$ cat src/rtl/addn_seq_if.sv
// Handshake and operand/result bundle for addn_seq.
// The master drives operands and out_ready; the slave (the adder) returns results.
interface addn_seq_if #(
   parameter int WIDTH = 16
);
   logic             in_valid;
   logic             in_ready;
   logic [WIDTH-1:0] a;
   logic [WIDTH-1:0] b;
   logic             sub;
   logic             cin;
   logic             out_valid;
   logic             out_ready;
   logic [WIDTH-1:0] out;
   logic             cout;
   logic             ovf;

   modport master (
      output in_valid, a, b, sub, cin, out_ready,
      input  in_ready, out_valid, out, cout, ovf
   );

   modport slave (
      input  in_valid, a, b, sub, cin, out_ready,
      output in_ready, out_valid, out, cout, ovf
   );
endinterface

$ cat src/rtl/addn_seq.sv
// Multi-cycle WIDTH-bit adder/subtractor, SLICE bits per clock with a registered ripple carry.
// Define ADDN_SAT_EN to saturate the result on signed overflow instead of wrapping.
module addn_seq #(
   parameter int WIDTH = 16,
   parameter int SLICE = 4
) (
   input logic       clk,
   input logic       reset,
   addn_seq_if.slave bus
);
   localparam int NS    = WIDTH / SLICE;
   localparam int IDX_W = (NS > 1) ? $clog2(NS) : 1;
   localparam logic [IDX_W-1:0] LAST_IDX = IDX_W'(NS - 1);

   if (SLICE < 1 || (WIDTH % SLICE) != 0) begin : g_bad_slice
      $error("addn_seq: SLICE must be non-zero and divide WIDTH");
   end

   typedef enum logic [1:0] {
      IDLE,
      RUN,
      DONE
   } state_t;

   state_t           state_q, state_d;
   logic [WIDTH-1:0] a_q, a_d;
   logic [WIDTH-1:0] b_q, b_d;
   logic [WIDTH-1:0] out_q, out_d;
   logic [IDX_W-1:0] idx_q, idx_d;
   logic             c_q, c_d;
   logic             sub_q, sub_d;
   logic             cout_q, cout_d;
   logic             ovf_q, ovf_d;

   logic [SLICE-1:0] a_slice;
   logic [SLICE-1:0] b_slice;
   logic [SLICE:0]   slice_sum;
   logic [WIDTH-1:0] res_full;
   logic             ovf_now;

   // Subtraction is a + ~b + ~cin, so b and the carry are inverted once at accept time.
   always_comb begin
      state_d   = state_q;
      a_d       = a_q;
      b_d       = b_q;
      out_d     = out_q;
      idx_d     = idx_q;
      c_d       = c_q;
      sub_d     = sub_q;
      cout_d    = cout_q;
      ovf_d     = ovf_q;

      a_slice   = a_q[idx_q*SLICE +: SLICE];
      b_slice   = b_q[idx_q*SLICE +: SLICE];
      slice_sum = {1'b0, a_slice} + {1'b0, b_slice} + {{SLICE{1'b0}}, c_q};
      res_full  = out_q;
      res_full[idx_q*SLICE +: SLICE] = slice_sum[SLICE-1:0];
      ovf_now   = (a_q[WIDTH-1] == b_q[WIDTH-1]) && (res_full[WIDTH-1] != a_q[WIDTH-1]);

      case (state_q)
         IDLE: begin
            if (bus.in_valid) begin
               a_d     = bus.a;
               b_d     = bus.sub ? ~bus.b : bus.b;
               c_d     = bus.cin ^ bus.sub;
               sub_d   = bus.sub;
               idx_d   = '0;
               state_d = RUN;
            end
         end
         RUN: begin
            out_d = res_full;
            c_d   = slice_sum[SLICE];
            if (idx_q == LAST_IDX) begin
               idx_d   = '0;
               cout_d  = slice_sum[SLICE] ^ sub_q;
               ovf_d   = ovf_now;
               state_d = DONE;
`ifdef ADDN_SAT_EN
               // Positive overflow only happens when both operands were non-negative.
               if (ovf_now) begin
                  out_d = a_q[WIDTH-1] ? {1'b1, {(WIDTH-1){1'b0}}}
                                       : {1'b0, {(WIDTH-1){1'b1}}};
               end
`endif
            end else begin
               idx_d = idx_q + 1'b1;
            end
         end
         DONE: begin
            if (bus.out_ready) begin
               state_d = IDLE;
            end
         end
         default: begin
            state_d = IDLE;
         end
      endcase
   end

   always_ff @(posedge clk) begin
      if (reset) begin
         state_q <= IDLE;
         a_q     <= '0;
         b_q     <= '0;
         out_q   <= '0;
         idx_q   <= '0;
         c_q     <= 1'b0;
         sub_q   <= 1'b0;
         cout_q  <= 1'b0;
         ovf_q   <= 1'b0;
      end else begin
         state_q <= state_d;
         a_q     <= a_d;
         b_q     <= b_d;
         out_q   <= out_d;
         idx_q   <= idx_d;
         c_q     <= c_d;
         sub_q   <= sub_d;
         cout_q  <= cout_d;
         ovf_q   <= ovf_d;
      end
   end

   assign bus.in_ready  = (state_q == IDLE);
   assign bus.out_valid = (state_q == DONE);
   assign bus.out       = out_q;
   assign bus.cout      = cout_q;
   assign bus.ovf       = ovf_q;
endmodule

$ cat src/flat_wrapper.sv
// flat-port wrapper written by rule: the top's interface ports become plain ports
module addn_seq_flat 
#(
   parameter int WIDTH = 16,
   parameter int SLICE = 4
)
  (clk, reset, bus_in_valid, bus_a, bus_b, bus_sub, bus_cin, bus_out_ready, bus_in_ready, bus_out_valid, bus_out, bus_cout, bus_ovf);
  addn_seq_if #(.WIDTH(WIDTH)) bus_i ();
  input logic clk;
  input logic reset;
  input wire logic [$bits(bus_i.in_valid)-1:0] bus_in_valid;
  input wire logic [$bits(bus_i.a)-1:0] bus_a;
  input wire logic [$bits(bus_i.b)-1:0] bus_b;
  input wire logic [$bits(bus_i.sub)-1:0] bus_sub;
  input wire logic [$bits(bus_i.cin)-1:0] bus_cin;
  input wire logic [$bits(bus_i.out_ready)-1:0] bus_out_ready;
  output wire logic [$bits(bus_i.in_ready)-1:0] bus_in_ready;
  output wire logic [$bits(bus_i.out_valid)-1:0] bus_out_valid;
  output wire logic [$bits(bus_i.out)-1:0] bus_out;
  output wire logic [$bits(bus_i.cout)-1:0] bus_cout;
  output wire logic [$bits(bus_i.ovf)-1:0] bus_ovf;
  assign bus_i.in_valid = bus_in_valid;
  assign bus_i.a = bus_a;
  assign bus_i.b = bus_b;
  assign bus_i.sub = bus_sub;
  assign bus_i.cin = bus_cin;
  assign bus_i.out_ready = bus_out_ready;
  assign bus_in_ready = bus_i.in_ready;
  assign bus_out_valid = bus_i.out_valid;
  assign bus_out = bus_i.out;
  assign bus_cout = bus_i.cout;
  assign bus_ovf = bus_i.ovf;
  addn_seq #(.WIDTH(WIDTH), .SLICE(SLICE)) u_core (.clk(clk), .reset(reset), .bus(bus_i));
endmodule
$ cat config.mk
export PLATFORM = sky130hd
export DESIGN_NAME = addn_seq_flat
export DESIGN_NICKNAME = d
export VERILOG_FILES = /design/src/rtl/addn_seq_if.sv /design/src/rtl/addn_seq.sv /design/src/flat_wrapper.sv
export SDC_FILE = /design/constraint.sdc
export NUM_CORES = 1
export LEC_CHECK = 0
export BUFFER_PORTS_ARGS = -buffer_cell sky130_fd_sc_hd__buf_4
export CORE_MARGIN = 10
export CORE_UTILIZATION = 54
export CTS_CLUSTER_DIAMETER = 150
export DETAILED_ROUTE_END_ITERATION = 8
export GPL_TIMING_DRIVEN = 1
export PLACE_DENSITY = 0.83
export SKIP_LAST_GASP = 1
export SYNTH_ARGS = -nofsm -noshare
export SYNTH_HDL_FRONTEND = slang
export SYNTH_SLANG_ARGS = --single-unit
export TNS_END_PERCENT = 1
$ cat constraint.sdc
create_clock -name clk -period 3.41 [get_ports clk]
set_input_delay 0.682 -clock clk [delete_from_list [all_inputs] [get_ports clk]]
set_output_delay 0.682 -clock clk [all_outputs]
set_load 0.01 [all_outputs]
==> run summary, run 1 <==
Final Hold Viols = 0
Worst-Margin Slew = 789.3 ps
Initial antenna violation count = 0
Syn Area/Cell = 9.411 µm²
Grt total ovfl = 0
CTS tree = built
Synth Area in Compound Gates = 16.17%
Post-Route WL = 5.769 mm
CTS Sinks = 56
Multiplexer area fraction after synthesis = 7.072%
Ranking of synthesized cells by area = dfxtp_1, nand2_1, xnor2_1
Synthesized Nets = 331
Met3 wire len = 303 µm
Skew-Pair Late Insertion Delay = 300 ps
DRT iter0 DRCs = 165
Routability cong. = 0.8498
CP Data Arrival Time = 2990 ps
Largest net degree at the start of global routing = 57
Status = complete, no violations
Final setup violation count = 0
Yosys warns = 0
Resized Gates After CTS = 0
CTS hold repair buffers = 0
R2R Setup Slk = 640 ps
IO Pins = 58
EDFF count, synth = 0
Post-synthesis cell count = 282
Main synth FF type = dfxtp_1
Layout cells sized above 1 = 25.38%
Most common cell after layout, fill and taps aside = buf_4
Worst r2r path cells = 7
Worst slew margin = 47.27%
Hold EP = u_core.bus.out[14]$_SDFFE_PP0P_
Leak = 1.268 nW
Final instance area = 3186 µm²
RSZ-0062 raised after global routing = false
Fraction of the mapped netlist area in simple logic gates = 18.81%
PD cells = 406.8 nW/µm²
Max Clk Rate = 361.0 MHz
Met2 WL = 2.972 mm
Setup Crit Path Kind = reg2reg
Antenna-violating nets left = 0
Fin crit period = 2770 ps
Root Buffer = clkbuf_8
First-pass GRT wire length = 10.06 mm
Area delta synth->final = 20.04%
Max-cap violations = 0
Period utilisation layout = 81.24%
Crit. End Element = flip-flop
Max VDD drop = 0.2242 mV
Worst Skew = 2.639 ps
Clock slew at reported path FFs = 90 ps
Top-area cell type share of the netlist area = 42.24%
Met1 wire length = 2.412 mm
Main combinational cell family by area after synthesis = simple AND/OR/NAND/NOR gates
Cell Area, Synth = 2654 µm²
Starting density of the core = 55.82%
Area of the die = 8119 µm²
IO Port Bufs = 57
Drt wl/cell = 14.49 µm
CP required = 3630 ps
FFs w/ async S/R, synth = 0%
Nets = 380
Clk buf depth = 2
Initial DRT Pass Iterations = 4
R2r endpoint = u_core.bus.ovf$_SDFFE_PP0P_
Die Width = 90.11 µm
Hold Path Cell Cnt = 2
Top sig layer = met4
Core outline area = 4755 µm²
Setup_tns = 0 ps
Sequential share of the synthesized area = 42.24%
Htree depth = 2
Crit path launch type = flip-flop
Hold crit path type = reg2reg
Crit-path max FO = 10
Hold Startpoint = u_core.bus.out[14]$_SDFFE_PP0P_
CTS buffer count = 5
Via density per instance = 5.359
DR vias = 2133
Setup Buffers After CTS = 0
Post-synthesis adder-cell area fraction = 5.752%
Post-route DRC = 0
Area after DPL = 3108 µm²
Synthesized flop and latch total = 56
ANT cells = 0
Critical R2R Launch = u_core.idx_q[0]$_SDFFE_PP0P_
HPWL Detailed = 4.347 mm
Unique masters post-synth = 38
Xor/xnor share of the synthesized area = 5.941%
Slew Limit Fails = 0
Height of the die = 90.11 µm
Most frequent cells in the layout = buf_4, dfxtp_1, nand2_1
Number of global-route vias before repair = 2170
GR Util All Layers = 14.45%
FP Rows = 25
Leading area contributor after synthesis = dfxtp_1
==> worst max-delay path, stage by stage (launching register included) <==
cell and delay (ps):
dfxtp_1 550, buf_4 270, mux4_2 520, ha_1 340, or3_4 400, a41oi_2 210, a31oi_1 150, a211oi_2 250
==> power breakdown <==
group          switching [mW]  internal [mW]
combinational           0.133          0.117
sequential             0.0254          0.690
clock                   0.191          0.140
total                   0.349          0.947
==> Yosys cell counts (3+ instances only) <==
cell type  instances
dfxtp_1           56
nand2_1           40
nor2b_1            6
a21oi_1           24
xnor2_1           17
buf_2              7
a211oi_1          16
nor2_1            36
ha_1               9
mux4_2             6
nand2_2            3
a22oi_1           15
inv_1              6
nand2b_1           3
clkbuf_1          10
==> registers in the layout, summed over array words and instances, names as in the netlist <==
register	cells
u_core.a_q	16
u_core.b_q	16
u_core.bus.cout	1
u_core.bus.out	16
u_core.bus.ovf	1
u_core.c_q	1
u_core.idx_q	2
u_core.state_q	2
u_core.sub_q	1
==> worst max-delay path by stage <==
stage / startpoint / endpoint / slack, ps / depth (start not counted)
2_1_floorplan: u_core.idx_q[0]$_SDFFE_PP0P_ / u_core.bus.ovf$_SDFFE_PP0P_ / 630 / 8
3_3_place_gp: u_core.idx_q[0]$_SDFFE_PP0P_ / u_core.bus.ovf$_SDFFE_PP0P_ / 780 / 7
3_5_place_dp: u_core.idx_q[0]$_SDFFE_PP0P_ / u_core.bus.ovf$_SDFFE_PP0P_ / 700 / 7
4_1_cts: u_core.idx_q[0]$_SDFFE_PP0P_ / u_core.bus.ovf$_SDFFE_PP0P_ / 620 / 7
5_1_grt: u_core.idx_q[0]$_SDFFE_PP0P_ / u_core.bus.ovf$_SDFFE_PP0P_ / 470 / 7
6_report: u_core.idx_q[0]$_SDFFE_PP0P_ / u_core.bus.ovf$_SDFFE_PP0P_ / 640 / 7
==> per-stage QoR <==
stage | cells | power, mW | hold WS, ps | setup slack (ps) | utilization [%]
after global placement | 391 | 0.9720 | 441.1 | 782.5 | 65.37
after detailed placement | 391 | 0.9797 | 447.1 | 701.2 | 65.37
after floorplan | 282 | 0.8971 | 431.5 | 625.8 | -
after global routing | 398 | 1.369 | 482.3 | 471.1 | 67.00
after CTS | 398 | 1.307 | 458.7 | 624.6 | 67.00
final | 398 | 1.296 | 454.4 | 639.7 | 67.00
==> final cells by class <==
cell class                      instances  area [µm²]
Fill cell                             398        1569
Multi-Input combinational cell        201        1426
Sequential cell                        56        1121
Timing Repair Buffer                   60       450.4
Tap cell                               67       83.83
Clock buffer                            6       72.57
Inverter                                7       26.28
Clock inverter                          1       5.005
==> per-layer routing <==
metal  vias up  GRT usage, %
met5         -             0
met4         0         3.979
met3         8         4.156
met1       987         16.38
met2        64         25.73
li1       1074             -
==> cell families after synthesis <==
family | after synthesis
mux | 8
buf+inv | 25
compound gates | 64
simple gates | 100
flops | 56
fa+ha+maj | 11
xor+xnor | 18
No activity file was read; power rests on OpenSTA's default activity.
==> run 2: changes to the inputs <==
--- a/config.mk
+++ b/config.mk
@@ -5,6 +5,7 @@
 export SDC_FILE = /design/constraint.sdc
 export NUM_CORES = 1
 export LEC_CHECK = 0
+export ABC_AREA = 1
 export BUFFER_PORTS_ARGS = -buffer_cell sky130_fd_sc_hd__buf_4
 export CORE_MARGIN = 10
 export CORE_UTILIZATION = 54
==> constraint.sdc (replaced) <==
create_clock -name clk -period 2.85 [get_ports clk]
set_input_delay 0.57 -clock clk [delete_from_list [all_inputs] [get_ports clk]]
set_output_delay 0.57 -clock clk [all_outputs]
set_load 0.01 [all_outputs]
==> run 2 against run 1 <==
  * Combinational power increased by 58%
  * Highest routed layer unchanged
  * Largest power group unchanged
  * Critical path depth increased by 4
  * Hold slack improved by 13 ps
==> run summary, run 2 <==
Initial antenna violation count = 0
Fin crit period = 2620 ps
FP Rows = 26
Fillers = 452
Die Width = 91.80 µm
EDFF count, synth = 0
CP required = 3100 ps
Height of the die = 91.80 µm
Hold slack = 467.2 ps
Via density per instance = 5.105
Post-Place Cells = 467
Ranking of synthesized cells by area = dfxtp_1, nor2_1, nand2_1
DR vias = 2425
Leading area contributor after synthesis = dfxtp_1
Largest net degree at the start of global routing = 51
CTS Sinks = 56
Routability cong. = 0.9144
CTS buffer count = 5
Worst slew margin = 66.98%
Grt total ovfl = 0
Synthesized flop and latch total = 56
Final Hold Viols = 0
Core outline area = 5042 µm²
Delay of the slowest critical-path stage = 490 ps
Hold crit path type = reg2reg
Root Buffer = clkbuf_8
Leak = 1.395 nW
Crit path launch type = flip-flop
Max VDD drop = 0.2998 mV
Most common cell after layout, fill and taps aside = nor2_1
CP Cell Sequence = buf_4 > o21ai_0 > o22ai_1 > fa_1 > inv_1 > fa_1 > xnor2_1 > nand2_1 > nor2_1 > nand2_1 > a21oi_1
Final cell count without fillers = 475
PD cells = 534.8 nW/µm²
Worst Skew = 7.424 ps
Area of the die = 8427 µm²
DRT iter0 DRCs = 160
Layout cells sized above 1 = 21.48%
Crit. End Element = flip-flop
Synthesized Nets = 406
HPWL Detailed = 4.709 mm
Period utilisation layout = 91.92%
First-pass GRT wire length = 10.87 mm
RSZ-0062 raised after global routing = false
Most common library cells after synthesis = nor2_1, dfxtp_1, nand2_1
Syn Area/Cell = 7.798 µm²
Sequential share of the synthesized area = 40.27%
Setup Crit Path Kind = reg2reg
Drt wl/cell = 13.16 µm
Cell Area, Synth = 2784 µm²
Max-cap violations = 0
Skew-Pair Late Insertion Delay = 310 ps
Initial DRT Pass Iterations = 4
Post-Route WL = 6.252 mm
Starting density of the core = 55.21%
Post-synthesis cell count = 357
IO Port Bufs = 57
Setup Buffers After CTS = 0
ANT cells = 0
Worst-Margin Slew = 494.8 ps
IO Pins = 58
Crit-path max FO = 16
Most frequent cells in the layout = nor2_1, buf_4, dfxtp_1
Area delta synth->final = 18.83%
Number of global-route vias before repair = 2453
FFs w/ async S/R, synth = 0%
Top-area cell type share of the netlist area = 40.27%
Htree depth = 2
Critical path's slowest cell = dfxtp_1
Resized Gates After CTS = 0
Setup_tns = 0 ps
Final setup violation count = 0
Post-route DRC = 0
Status = complete, no violations
Max Clk Rate = 381.7 MHz
Antenna-violating nets left = 0
Slew Limit Fails = 0
CTS tree = built
CTS hold repair buffers = 0
Main synth FF type = dfxtp_1
Nets = 453
CP Data Arrival Time = 2870 ps
Clk buf depth = 2
Yosys warns = 0
Most frequent cell after synthesis = nor2_1
Clock slew at reported path FFs = 100 ps
GR Util All Layers = 15.13%
Unique masters post-synth = 35
run 2: cell count changes after synthesis, sizes merged, moves of 7 or more:
cell	delta
a22oi	-13
inv	+19
mux4	-8
nand2	+7
nand3	+7
nor2	+42
o21ai	+30
run 2: through the flow:
stage / area [µm²] / setup slack (ps) / power (mW) / util [%]
4_1_cts: 3303 / 240.2 / 1.773 / 65.51
3_3_place_gp: 3196 / 400.6 / 1.267 / 63.37
6_report: 3308 / 230.2 / 1.769 / 65.61
2_1_floorplan: 2784 / 502.6 / 1.171 / -
5_1_grt: 3308 / 35.76 / 1.862 / 65.61
3_5_place_dp: 3196 / 311.0 / 1.279 / 63.37
run 2: worst max-delay path: cells and delay by family (launching register included):
family	cells	cell delay, ps
compound gates	3	450
xor+xnor	1	320
fa+ha+maj	2	660
buf+inv	2	350
flops	1	490
simple gates	3	290
run 2: cell families (layout without fill, tap and decap cells):
logic type	Yosys count	count (layout)	synth area share (%)
and+or+nand+nor	142	142	21.30
adders and majority gates	11	11	5.483
DFF	56	56	40.27
buffers and inverters	46	94	8.404
AOI/OAI and AO/OA	83	83	18.56
xor gates and xnor gates	19	19	5.978
run 2: cell type report:
class | instances | area (µm²) | area share [%]
tap | 70 | 87.58 | 2.648
timing repair buffer | 60 | 450.4 | 13.62
sequential | 56 | 1122 | 33.93
clock buffer | 6 | 72.57 | 2.194
multi-input combinational | 255 | 1429 | 43.19
clock inverter | 2 | 35.03 | 1.059
inverter | 26 | 111.4 | 3.366
run 2: power by group:
part | switching, mW | internal [mW] | total (mW)
combinational | 0.232 | 0.163 | 0.395
clock | 0.244 | 0.261 | 0.505
sequential | 0.0359 | 0.833 | 0.869
total | 0.512 | 1.26 | 1.77
run 2: final timing paths:
path	start	end	slack (ps)	depth (start not counted)
max	u_core.idx_q[0]$_SDFFE_PP0P_	u_core.bus.out[14]$_SDFFE_PP0P_	230	11
min	u_core.bus.out[3]$_SDFFE_PP0P_	u_core.bus.out[3]$_SDFFE_PP0P_	470	2
max reg2reg	u_core.idx_q[0]$_SDFFE_PP0P_	u_core.bus.out[14]$_SDFFE_PP0P_	230	11
min reg2reg	u_core.bus.out[3]$_SDFFE_PP0P_	u_core.bus.out[3]$_SDFFE_PP0P_	470	2
run 2: metal layers:
metal | track usage (%) | vias up | share of wire (%)
li1 | - | 1266 | -
met1 | 17.17 | 1084 | 43
met2 | 26.36 | 59 | 49
met3 | 4.238 | 16 | 5.4
met4 | 5.784 | 0 | 2.3
met5 | 0 | - | 0
